===== src/rtl/ppu_pkg.sv =====
// Shared PPU types and constants for the PPU and its frame-synchronised command queue.
package ppu_pkg;

  typedef enum logic [1:0] {
    IDLE,
    DRAIN,
    WAIT
  } cmdq_state_t;

  localparam int unsigned VACTIVE_LINES    = 480;
  localparam logic [23:0] BACKGROUND_COLOR = 24'h202020;

endpackage


===== src/rtl/ppu_cmd_fifo.sv =====
// Single-clock show-ahead FIFO with push/pop/flush; a push into a full FIFO is accepted
// only when a pop happens in the same cycle.
module ppu_cmd_fifo #(
  parameter int unsigned DEPTH = 16,
  parameter int unsigned WIDTH = 32,
  localparam int unsigned AW   = $clog2(DEPTH),
  localparam int unsigned CW   = AW + 1
) (
  input  logic             clk,
  input  logic             reset,
  input  logic             push,
  input  logic             pop,
  input  logic             flush,
  input  logic [WIDTH-1:0] wdata,
  output logic [WIDTH-1:0] rdata,
  output logic [CW-1:0]    count,
  output logic             full,
  output logic             empty
);

  logic [WIDTH-1:0] mem [DEPTH];
  logic [AW-1:0]    wr_ptr_q, rd_ptr_q;
  logic [CW-1:0]    count_q;
  logic             push_ok, pop_ok;

  assign full    = (count_q == CW'(DEPTH));
  assign empty   = (count_q == '0);
  assign push_ok = push & (~full | pop);
  assign pop_ok  = pop & ~empty;
  assign rdata   = mem[rd_ptr_q];
  assign count   = count_q;

  always_ff @(posedge clk) begin
    if (push_ok && !flush) begin
      mem[wr_ptr_q] <= wdata;
    end
  end

  always_ff @(posedge clk) begin
    if (reset || flush) begin
      wr_ptr_q <= '0;
      rd_ptr_q <= '0;
      count_q  <= '0;
    end else begin
      if (push_ok) wr_ptr_q <= wr_ptr_q + 1'b1;
      if (pop_ok)  rd_ptr_q <= rd_ptr_q + 1'b1;
      unique case ({push_ok, pop_ok})
        2'b10:   count_q <= count_q + 1'b1;
        2'b01:   count_q <= count_q - 1'b1;
        default: count_q <= count_q;
      endcase
    end
  end

endmodule


===== src/rtl/ppu_cmd_queue.sv =====
// Avalon-MM command queue that releases buffered PPU words only during vertical blanking.
// Optional status register enabled by defining PPU_CMDQ_STATUS_EN.
module ppu_cmd_queue
  import ppu_pkg::*;
#(
  parameter int unsigned DEPTH   = 16,
  parameter int unsigned VACTIVE = VACTIVE_LINES,
  localparam int unsigned CW     = $clog2(DEPTH) + 1
) (
  input  logic        clk,
  input  logic        reset,
  input  logic        chipselect,
  input  logic        write,
  input  logic        read,
  input  logic        address,
  input  logic [31:0] writedata,
  output logic [31:0] readdata,
  input  logic [9:0]  vcount,
  output logic [31:0] ppu_writedata,
  output logic        ppu_write
);

  localparam logic [9:0] VSTART = 10'(VACTIVE);

  cmdq_state_t   state_q, state_d;
  logic          vblank, push_req, flush_req, pop;
  logic [31:0]   fifo_rdata;
  logic [CW-1:0] count;
  logic          full, empty;

  assign vblank    = (vcount >= VSTART);
  assign push_req  = chipselect & write & ~address;
  assign flush_req = chipselect & write & address;
  // Popping stops as soon as the frame wraps so no word lands mid-frame.
  assign pop       = (state_q == DRAIN) & vblank & ~empty & ~flush_req;

  ppu_cmd_fifo #(
    .DEPTH(DEPTH),
    .WIDTH(32)
  ) u_fifo (
    .clk  (clk),
    .reset(reset),
    .push (push_req),
    .pop  (pop),
    .flush(flush_req),
    .wdata(writedata),
    .rdata(fifo_rdata),
    .count(count),
    .full (full),
    .empty(empty)
  );

  always_ff @(posedge clk) begin
    if (reset) state_q <= IDLE;
    else       state_q <= state_d;
  end

  always_comb begin
    state_d = state_q;
    unique case (state_q)
      IDLE:  if (vblank) state_d = DRAIN;
      DRAIN: begin
        if (flush_req)    state_d = WAIT;
        else if (!vblank) state_d = IDLE;
        else if (empty)   state_d = WAIT;
      end
      WAIT:  if (!vblank) state_d = IDLE;
      default: state_d = IDLE;
    endcase
  end

  always_ff @(posedge clk) begin
    if (reset) begin
      ppu_writedata <= '0;
      ppu_write     <= 1'b0;
    end else begin
      ppu_write <= pop;
      if (pop) ppu_writedata <= fifo_rdata;
    end
  end

`ifdef PPU_CMDQ_STATUS_EN
  logic       overflow_q;
  logic       status_rd;
  logic [7:0] count8;

  assign status_rd = chipselect & read & ~address;
  assign count8    = 8'(count);

  always_ff @(posedge clk) begin
    if (reset) begin
      overflow_q <= 1'b0;
      readdata   <= '0;
    end else begin
      // A drop in the same cycle as a status read keeps the flag set.
      if (push_req && full && !pop) overflow_q <= 1'b1;
      else if (status_rd)           overflow_q <= 1'b0;
      if (chipselect && read) begin
        readdata <= address ? 32'd0 : {overflow_q, vblank, 22'd0, count8};
      end
    end
  end
`else
  logic unused_status;

  assign readdata      = '0;
  assign unused_status = ^{read, count, full};
`endif

endmodule


===== config.mk =====
export PLATFORM = sky130hd
export DESIGN_NAME = ppu_cmd_queue
export DESIGN_NICKNAME = d
export VERILOG_FILES = /design/src/rtl/ppu_pkg.sv /design/src/rtl/ppu_cmd_fifo.sv /design/src/rtl/ppu_cmd_queue.sv
export SDC_FILE = /design/constraint.sdc
export NUM_CORES = 1
export LEC_CHECK = 0
export CELL_PAD_IN_SITES_DETAIL_PLACEMENT = 1
export CELL_PAD_IN_SITES_GLOBAL_PLACEMENT = 1
export CORE_MARGIN = 2
export CORE_UTILIZATION = 57
export DETAILED_ROUTE_END_ITERATION = 10
export HOLD_SLACK_MARGIN = 0.03
export PLACE_DENSITY_LB_ADDON = 0.1
export SLEW_MARGIN = 10
export SYNTH_ARGS = -nofsm -noshare
export SYNTH_HDL_FRONTEND = slang
export SYNTH_SLANG_ARGS = --single-unit

===== constraint.sdc =====
create_clock -name clk -period 6.3 [get_ports clk]
set_input_delay 0.945 -clock clk [delete_from_list [all_inputs] [get_ports clk]]
set_output_delay 0.945 -clock clk [all_outputs]
set_load 0.02 [all_outputs]

==> impl_metrics.csv, run 1 <==
group,metric,value,unit
global_route,antenna_found_initial,0,
place,pre_cts_slack,2.02,ns
global_route,grt_max_degree,66,
clocking,numCtsBuffers,55,
die,start_util,58.0,%
synthesis,synth.largest_area_cell,"edfxtp_1",
clocking,clockRootBuffer,"clkbuf_16",
critical_path,worstReg2RegStart,"state_q[1]$_SDFFE_PP0P_",
clocking,clock_latency,0.58,ns
power,peakVddDrop,0.350,mV
sta,slew_violations,0,
critical_path,worstPathMaxFanout,23,
synthesis,ys.flop_type,"edfxtp_1",
die,die_h,198,um
synthesis,synth_edf_count,512,
clocking,htree_num_levels,2,
global_route,grt_pass1_wl,71100,um
synthesis,yosys.cell_count.top_type,"edfxtp_1",
route,routed_wirelength,47500,um
sta,fmax,273,MHz
sta,relSlewSlack,22.7,%
global_route,overflow,0,
synthesis,ys_warn_count,0,
synthesis,ys_async_sr_fraction,0,%
sta,timing.final.crit_share,58.2,%
sta,skew,0.0146,ns
layout,syn_to_final_growth,13.9,%
hold_path,worstHoldPathType,"flip-flop to flip-flop",
sta,tightest_slew,1.16,ns
route,wl_per_cell,29.2,um
die,dieArea,0.0390,mm2
global_route,grt_pass1_vias,11000,
route,viasPerCell,6.30,
route,dr.pass1.iters,4,
sta,tns,0,ns
critical_path,timing.rr.end,"u_fifo.mem[9][2]$_DFFE_PP_",
critical_path,cp-startpoint,"vcount[5]",
layout,final_util,66.1,%
sta,rsz0062_at_grt,"false",
clocking,clkSinkCount,560,
place,io_buffer_count,74,
layout,num_antenna_cells,0,
clocking,ctsResizeCount,0,
die,io_pins,113,
run,cap_violations,0,
synthesis,yosysUniqueCellTypes,37,
layout,drive_gt1_share,22.3,%
power,p_per_area,300,mW/mm2
route,vias,10200,
critical_path,r2r_slack,3.17,ns
synthesis,synth_common_cells,"edfxtp_1 (512), mux4_2 (128), a22oi_1 (64)",
clocking,cts.path.max_buffers,3,
sta,hold_violations,0,
place,gp_congestion,0.725,
synthesis,avgSynthCellArea,21.2,um2
critical_path,arrival,3.93,ns
die,rows,70,
power,total_power,7.28,mW
critical_path,worstSetupStartpointType,"input pin",
route,ant_nets,0,
synthesis,synth-seq-cells,560,
route,drc,0,
synthesis,postSynthCellCount,1006,
synthesis,yosysTopAreaCellShare,72.0,%
place,place_hpwl,26700,um
synthesis,seq_area_frac_synth,76.5,%
global_route,grt_use_total,25.4,%
status,status,"finished clean",
critical_path,endpoint_kind,"flip-flop",
synthesis,synth_area_leaders,"edfxtp_1 (72%), mux4_2 (14%), dfxtp_1 (4.5%)",
clocking,hold_buffers,0,
critical_path,critPathCapture,"u_fifo.mem[9][2]$_DFFE_PP_",
clocking,tritoncts,"yes",
die,die_x,198,um
synthesis,syn_area,0.0213,mm2
sta,finalSetupViolations,0,
critical_path,reg2reg_depth,6,
clocking,cts.clk_slew.worst_paths,0.06,ns
sta,fin_ws,2.64,ns
critical_path,path_class,"input pin to flip-flop",
critical_path,required,6.57,ns
clocking,postCtsSetupBuffers,0,
power,p_leak,7.62,nW
route,drt_iter0_markers,838,
sta,final.min_clock_period,3.66,ns
die,coreArea,0.0368,mm2
layout,fin_nets,1169,
## sequential cells by signal (all words and copies together) (netlist names)
| name | cells |
|---|---|
| u_fifo.mem | 512 |
| u_fifo.wr_ptr_q | 4 |
| u_fifo.rd_ptr_q | 4 |
| ppu_writedata | 32 |
| u_fifo.count | 5 |
| ppu_write | 1 |
| state_q | 2 |
## critical path, cell delays in order
cell and delay, ns:
clkdlybuf4s50_1 0.50, a41oi_4 0.20, o211ai_1 0.33, and2_1 0.34, nand2_1 0.29, nor2_4 0.95
buf_4 0.37
## final cells by class
cell class                 count  area (um2)
clock buffer                  82        1560
clock inverter                19         113
fill                        2933       12500
inverter                       4        15.0
multi-input combinational    386        4710
sequential                   560       16300
tap                          468         586
timing repair buffer         104         978
## cell families (layout without fill, tap and decap cells)
logic type | Yosys count | count (layout) | share of synthesized area (%)
simple gates | 92 | 92 | 1.92
other cells | 1 | 32 | 0.0176
compound gates | 111 | 111 | 4.21
buf+inv | 91 | 209 | 2.64
mux | 131 | 131 | 13.6
fa+ha+maj | 10 | 10 | 0.621
xor+xnor | 10 | 10 | 0.410
flops | 560 | 560 | 76.5
## where the power goes
part	total [mW]	internal, mW	switching (mW)	leakage, nW
clock	3.05	1.74	1.31	0.822
combinational	0.163	0.0560	0.107	1.80
sequential	4.07	4.06	0.00693	4.99
total	7.28	5.86	1.42	7.62
## worst min-delay path by stage
stage,slack [ns],cells past startpoint,endpoint,startpoint
after floorplan,0.47,2,state_q[1]$_SDFFE_PP0P_,state_q[1]$_SDFFE_PP0P_
final,0.48,1,ppu_writedata[26]$_SDFFE_PP0N_,ppu_writedata[26]$_SDFFE_PP0N_
after detailed placement,0.47,1,ppu_writedata[20]$_SDFFE_PP0N_,ppu_writedata[20]$_SDFFE_PP0N_
after CTS,0.48,1,ppu_writedata[26]$_SDFFE_PP0N_,ppu_writedata[26]$_SDFFE_PP0N_
after global placement,0.46,1,ppu_writedata[30]$_SDFFE_PP0N_,ppu_writedata[30]$_SDFFE_PP0N_
after global routing,0.50,1,ppu_writedata[14]$_SDFFE_PP0N_,ppu_writedata[14]$_SDFFE_PP0N_
## routing by layer
layer | share of wire [%] | track usage, %
met1 | 41 | 33.9
met3 | 5.6 | 4.34
met5 | 0 | 0
met4 | 2.6 | 7.77
met2 | 51 | 43.5
## stage by stage
stage / hold slack (ns) / instance area, um2 / cells
2_1_floorplan: 0.470 / 21500 / 1037
3_5_place_dp: 0.468 / 22600 / 1522
6_report: 0.481 / 24300 / 1623
3_3_place_gp: 0.462 / 22600 / 1522
4_1_cts: 0.484 / 24300 / 1623
5_1_grt: 0.498 / 24300 / 1623
## cell usage in the layout, fill, tap and decap left out, drive strengths merged, types with 3 or more instances in the layout
cell / instances
nand2b: 4
clkdlybuf4s50: 74
nand3: 3
edfxtp: 512
inv: 5
a22oi: 64
conb: 32
buf: 30
dfxtp: 48
clkbuf: 82
xor2: 6
a21oi: 8
xnor2: 4
a22o: 32
mux2i: 3
nor2: 32
nand2: 38
clkinv: 17
mux4: 128
nor3: 5
ha: 9
Note: power is estimated with default switching activity, not from simulation.
==> run 2, diff against run 1 <==
--- a/config.mk
+++ b/config.mk
@@ -8,7 +8,7 @@
 export CELL_PAD_IN_SITES_DETAIL_PLACEMENT = 1
 export CELL_PAD_IN_SITES_GLOBAL_PLACEMENT = 1
 export CORE_MARGIN = 2
-export CORE_UTILIZATION = 57
+export CORE_UTILIZATION = 52
 export DETAILED_ROUTE_END_ITERATION = 10
 export HOLD_SLACK_MARGIN = 0.03
 export PLACE_DENSITY_LB_ADDON = 0.1
==> constraint.sdc (replaced) <==
create_clock -name clk -period 3.8 [get_ports clk]
set_input_delay 0.57 -clock clk [delete_from_list [all_inputs] [get_ports clk]]
set_output_delay 0.57 -clock clk [all_outputs]
set_load 0.02 [all_outputs]
==> run 2 against run 1 <==
Die area is 9.4% higher. Clock power is 75% higher. Utilization is 5.2 points lower. Non-clock buffer count is 16 higher. Sequential power is 66% higher. Sequential share of layout area is 1.2 points lower. Register-to-register slack worse by 2.4 ns. Count of clock-buffer cells in the layout is 7 lower. Largest cell class unchanged. Largest power group unchanged. Highest routed layer is now met5.
==> impl_metrics.csv, run 2 (synthesis results as in run 1) <==
group,metric,value,unit
route,dr.pass1.iters,7,
sta,fmax,334,MHz
sta,final.min_clock_period,2.99,ns
critical_path,cp_cell_sequence,"nor4_4 -> o211ai_1 -> and2_1 -> inv_1 -> ha_1 -> ha_1 -> a21o_1 -> a21oi_1 -> xor2_1 -> or3_1 -> a21oi_1",
sta,slew_violations,0,
critical_path,arrival,3.50,ns
sta,finalSetupViolations,0,
route,ant_nets,0,
place,placed_cell_area,0.0230,mm2
layout,syn_to_final_growth,16.0,%
critical_path,required,4.31,ns
global_route,grt_use_total,23.1,%
layout,drive_gt1_share,23.5,%
route,route.met3.wl,2310,um
global_route,grt_pass1_vias,11000,
critical_path,max_stage_delay,0.51,ns
clocking,clkSinkCount,560,
layout,fin_nets,1186,
sta,tns,0,ns
layout,mostFrequentLayoutCells,"edfxtp_1 (512), mux4_2 (128), clkdlybuf4s50_1 (74)",
clocking,clockRootBuffer,"clkbuf_16",
layout,largest_reg_flops,512,
critical_path,path_class,"flip-flop to flip-flop",
clocking,htree_num_levels,2,
clocking,numCtsBuffers,56,
die,die_x,207,um
global_route,antenna_found_initial,1,
clocking,cts.path.max_buffers,3,
route,vias,10100,
clocking,tritoncts,"yes",
place,io_buffer_count,74,
die,rows,74,
status,status,"finished clean",
sta,hold_violations,0,
sta,relSlewSlack,31.1,%
layout,nFillCells,3384,
critical_path,worstSetupStartpointType,"flip-flop",
die,dieArea,0.0427,mm2
global_route,grt_pass1_wl,70800,um
power,peakVddDrop,0.466,mV
clocking,hold_buffers,0,
global_route,grt_max_degree,81,
layout,num_antenna_cells,0,
critical_path,path_buf_inv,1,
critical_path,critPathTopFamily,"simple AND/OR/NAND/NOR gates",
place,place_hpwl,26600,um
run,cap_violations,0,
hold_path,worstHoldPathType,"flip-flop to flip-flop",
layout,final_common_cell,"edfxtp_1",
clocking,postCtsSetupBuffers,0,
die,io_pins,113,
die,die_h,207,um
route,routed_wirelength,47000,um
layout,regMostFlops,"u_fifo.mem",
route,wl_met2,23200,um
route,drt_iter0_markers,789,
global_route,overflow,0,
sta,skew,0.0273,ns
power,p_leak,7.76,nW
die,coreArea,0.0406,mm2
route,maxUsedRoutingLayer,"met5",
sta,tightest_slew,1.03,ns
route,viasPerCell,5.93,
route,wl_per_cell,27.5,um
clocking,cts.clk_slew.worst_paths,0.06,ns
sta,rsz0062_at_grt,"false",
clocking,ctsResizeCount,0,
route,m1WireLength,20400,um
critical_path,worstPathMaxFanout,6,
route,drc,0,
critical_path,endpoint_kind,"flip-flop",
sta,timing.final.crit_share,78.8,%
die,start_util,52.5,%
place,gp_congestion,0.726,
layout,final_area,0.0248,mm2
critical_path,crit_slowest_cell,"nor4_4",
clocking,clock_latency,0.61,ns
power,p_per_area,500,mW/mm2
-- run 2: cell count changes in the layout (fill, tap and decap cells not counted) --
cell | before | now
buf_4 | 29 | 35
clkinv_2 | 8 | 9
clkinv_8 | 0 | 1
nor3_4 | 0 | 4
bufinv_16 | 1 | 5
clkbuf_1 | 19 | 16
clkbuf_8 | 8 | 3
nor3_2 | 4 | 0
clkinv_1 | 9 | 12
buf_12 | 1 | 11
clkbuf_16 | 55 | 56
-- run 2: area by class of cell --
type                       count  area, um2  share of cell area, %
clock buffer                  75       1500                   6.07
clock inverter                28        265                   1.07
tap                          532        666                   2.69
sequential                   560      16300                   66.0
inverter                       4       15.0                 0.0607
timing repair buffer         120       1220                   4.94
multi-input combinational    386       4740                   19.1
-- run 2: report_power, final --
| group | internal, mW | leakage [nW] | switching [mW] | total, mW |
|---|---|---|---|---|
| sequential | 6.74 | 4.99 | 0.00959 | 6.75 |
| clock | 3.10 | 0.867 | 2.25 | 5.35 |
| combinational | 0.0977 | 1.90 | 0.182 | 0.279 |
| total | 9.93 | 7.76 | 2.45 | 12.4 |
-- run 2: path summary, 6_finish.rpt --
check | start | endpoint | slack (ns) | depth (start not counted)
max | u_fifo.count[0]$_SDFFE_PP0P_ | u_fifo.count[4]$_SDFFE_PP0P_ | 0.81 | 11
min reg2reg | ppu_writedata[26]$_SDFFE_PP0N_ | ppu_writedata[26]$_SDFFE_PP0N_ | 0.48 | 1
max reg2reg | u_fifo.count[0]$_SDFFE_PP0P_ | u_fifo.count[4]$_SDFFE_PP0P_ | 0.81 | 11
min | ppu_writedata[26]$_SDFFE_PP0N_ | ppu_writedata[26]$_SDFFE_PP0N_ | 0.48 | 1
-- run 2: layer usage --
layer | vias up | global-route usage, %
met5 | - | 0
met4 | 2 | 5.97
met3 | 70 | 4.36
met2 | 256 | 37.8
met1 | 5423 | 32.5
li1 | 4357 | -
-- run 2: worst reg2reg max path: stages, from the launching register on --
cell	delay, ns
dfxtp_1	0.38
nor4_4	0.51
o211ai_1	0.18
and2_1	0.26
inv_1	0.09
ha_1	0.28
ha_1	0.32
a21o_1	0.18
a21oi_1	0.17
xor2_1	0.10
or3_1	0.31
a21oi_1	0.15
-- run 2: per-stage QoR --
stage	cells	setup WS, ns	hold slack, ns	total power [mW]	util (%)
final	1705	0.807	0.478	12.4	60.9
after global routing	1705	0.582	0.487	12.7	60.9
after CTS	1705	0.791	0.481	12.5	60.9
after detailed placement	1602	0.265	0.465	7.16	56.6
after global placement	1602	0.332	0.461	7.15	56.6
after floorplan	1037	0.483	0.470	7.02	-
==> run 3, diff against run 2 <==
--- a/config.mk
+++ b/config.mk
@@ -8,7 +8,7 @@
 export CELL_PAD_IN_SITES_DETAIL_PLACEMENT = 1
 export CELL_PAD_IN_SITES_GLOBAL_PLACEMENT = 1
 export CORE_MARGIN = 2
-export CORE_UTILIZATION = 52
+export CORE_UTILIZATION = 47
 export DETAILED_ROUTE_END_ITERATION = 10
 export HOLD_SLACK_MARGIN = 0.03
 export PLACE_DENSITY_LB_ADDON = 0.1
==> constraint.sdc (replaced) <==
create_clock -name clk -period 2.43 [get_ports clk]
set_input_delay 0.3645 -clock clk [delete_from_list [all_inputs] [get_ports clk]]
set_output_delay 0.3645 -clock clk [all_outputs]
set_load 0.02 [all_outputs]
==> run 3 against run 2 <==
The run now ends with negative setup slack left. Critical path depth shrank 1. Combinational power grew 71%. First-iteration DRC count grew 8.5%. Final cell count grew 6.8%. Non-clock buffer count grew 44. Critical path type unchanged. Largest power group unchanged. Highest routed layer unchanged.
==> impl_metrics.csv, run 3 (synthesis results as in run 1) <==
group,metric,value,unit
status,status,"complete, but fails checks",
status,violations,"negative setup slack",
hold_path,worstHoldPathType,"input pin to flip-flop",
sta,whs,0.461,ns
layout,final_area,0.0258,mm2
die,start_util,47.3,%
sta,tightest_slew,0.583,ns
sta,rsz0062_at_grt,"true",
clocking,tritoncts,"yes",
route,wl_per_cell,27.0,um
route,routed_wirelength,49100,um
die,dieArea,0.0471,mm2
die,io_pins,113,
route,wl_met2,24900,um
global_route,overflow,0,
clocking,numCtsBuffers,57,
die,rows,78,
layout,final_util,57.2,%
critical_path,path_class,"flip-flop to flip-flop",
global_route,grt_max_degree,48,
route,drt_iter0_markers,856,
route,viasPerCell,5.66,
clocking,htree_num_levels,2,
place,pre_cts_slack,-0.556,ns
clocking,clkSinkCount,560,
clocking,cts.clk_slew.worst_paths,0.06,ns
critical_path,endpoint_kind,"flip-flop",
route,drc,0,
die,die_h,217,um
power,p_leak,8.15,nW
route,vias,10300,
place,placed_cell_area,0.0237,mm2
clocking,clockRootBuffer,"clkbuf_16",
global_route,grt_pass1_vias,11200,
layout,syn_to_final_growth,20.9,%
route,route.met3.wl,1760,um
place,io_buffer_count,74,
route,m1WireLength,21200,um
layout,final_common_cell,"edfxtp_1",
sta,fmax,407,MHz
clocking,cts.path.max_buffers,3,
route,maxUsedRoutingLayer,"met5",
route,dr.pass1.iters,5,
sta,hold_violations,0,
clocking,hold_buffers,0,
critical_path,required,2.96,ns
global_route,grt_use_total,21.3,%
layout,largest_reg_flops,512,
run,cap_violations,0,
sta,finalSetupViolations,1,
sta,final.min_clock_period,2.46,ns
layout,regMostFlops,"u_fifo.mem",
place,place_hpwl,27700,um
sta,fin_ws,-0.0286,ns
route,ant_nets,0,
critical_path,worstPathMaxFanout,4,
layout,drive_gt1_share,28.6,%
global_route,antenna_found_initial,1,
global_route,grt_pass1_wl,72600,um
clocking,clock_latency,0.60,ns
power,peakVddDrop,0.621,mV
sta,slew_violations,0,
layout,mostFrequentLayoutCells,"edfxtp_1 (512), mux4_2 (128), clkdlybuf4s50_1 (74)",
layout,num_antenna_cells,0,
layout,fin_nets,1231,
sta,skew,0.0141,ns
critical_path,arrival,2.99,ns
power,total_power,20.0,mW
place,gp_congestion,0.718,
die,die_x,217,um
critical_path,worstSetupStartpointType,"flip-flop",
sta,relSlewSlack,61.0,%
sta,timing.final.crit_share,101,%
power,p_per_area,775,mW/mm2
die,coreArea,0.0451,mm2
[run 3: repair_timing]
item / in CTS / in global routing
cloned: 0 / 3
buffers inserted: 7 / 5
pin swaps: 5 / 4
resized for setup: 6 / 3
setup endpoints to repair: 1 / 21
[run 3: final timing paths]
path	start	to	slack, ns	cells past startpoint
max	u_fifo.count[1]$_SDFFE_PP0P_	u_fifo.count[4]$_SDFFE_PP0P_	-0.03	10
max reg2reg	u_fifo.count[1]$_SDFFE_PP0P_	u_fifo.count[4]$_SDFFE_PP0P_	-0.03	10
min	reset	state_q[0]$_SDFFE_PP0P_	0.46	2
min reg2reg	ppu_writedata[9]$_SDFFE_PP0N_	ppu_writedata[9]$_SDFFE_PP0N_	0.48	1
[run 3: layout make-up]
cell class	count	area, um2
multi-input combinational	386	4840
tap	600	751
fill	3843	19300
timing repair buffer	164	1910
clock inverter	33	349
inverter	4	17.5
sequential	560	16400
clock buffer	74	1590
[run 3: power by group]
group	leakage [nW]	internal, mW	switching (mW)
Clock	0.944	5.35	3.62
Combinational	2.21	0.179	0.297
Sequential	5.00	10.5	0.0141
[run 3: critical path, stage by stage, from the launching register on]
cell	delay, ns
dfxtp_4	0.35
nor4_4	0.32
buf_4	0.18
a2111oi_4	0.08
ha_4	0.20
fa_2	0.36
a21o_1	0.18
a21oi_2	0.16
xor2_1	0.09
or3_1	0.33
a21oi_2	0.13
[run 3: per-layer routing]
layer  vias to the layer above  GRT usage (%)
met4                         2           6.62
met5                         -              0
met1                      5549           28.7
met2                       233           36.3
li1                       4447              -
met3                        80           2.87
[run 3: through the flow]
stage | TNS, ns | std cells
2_1_floorplan | -66.89 | 1037
3_3_place_gp | -59.65 | 1700
3_5_place_dp | -69.37 | 1700
4_1_cts | -0.0260 | 1814
5_1_grt | -0.143 | 1821
6_report | -0.0286 | 1821
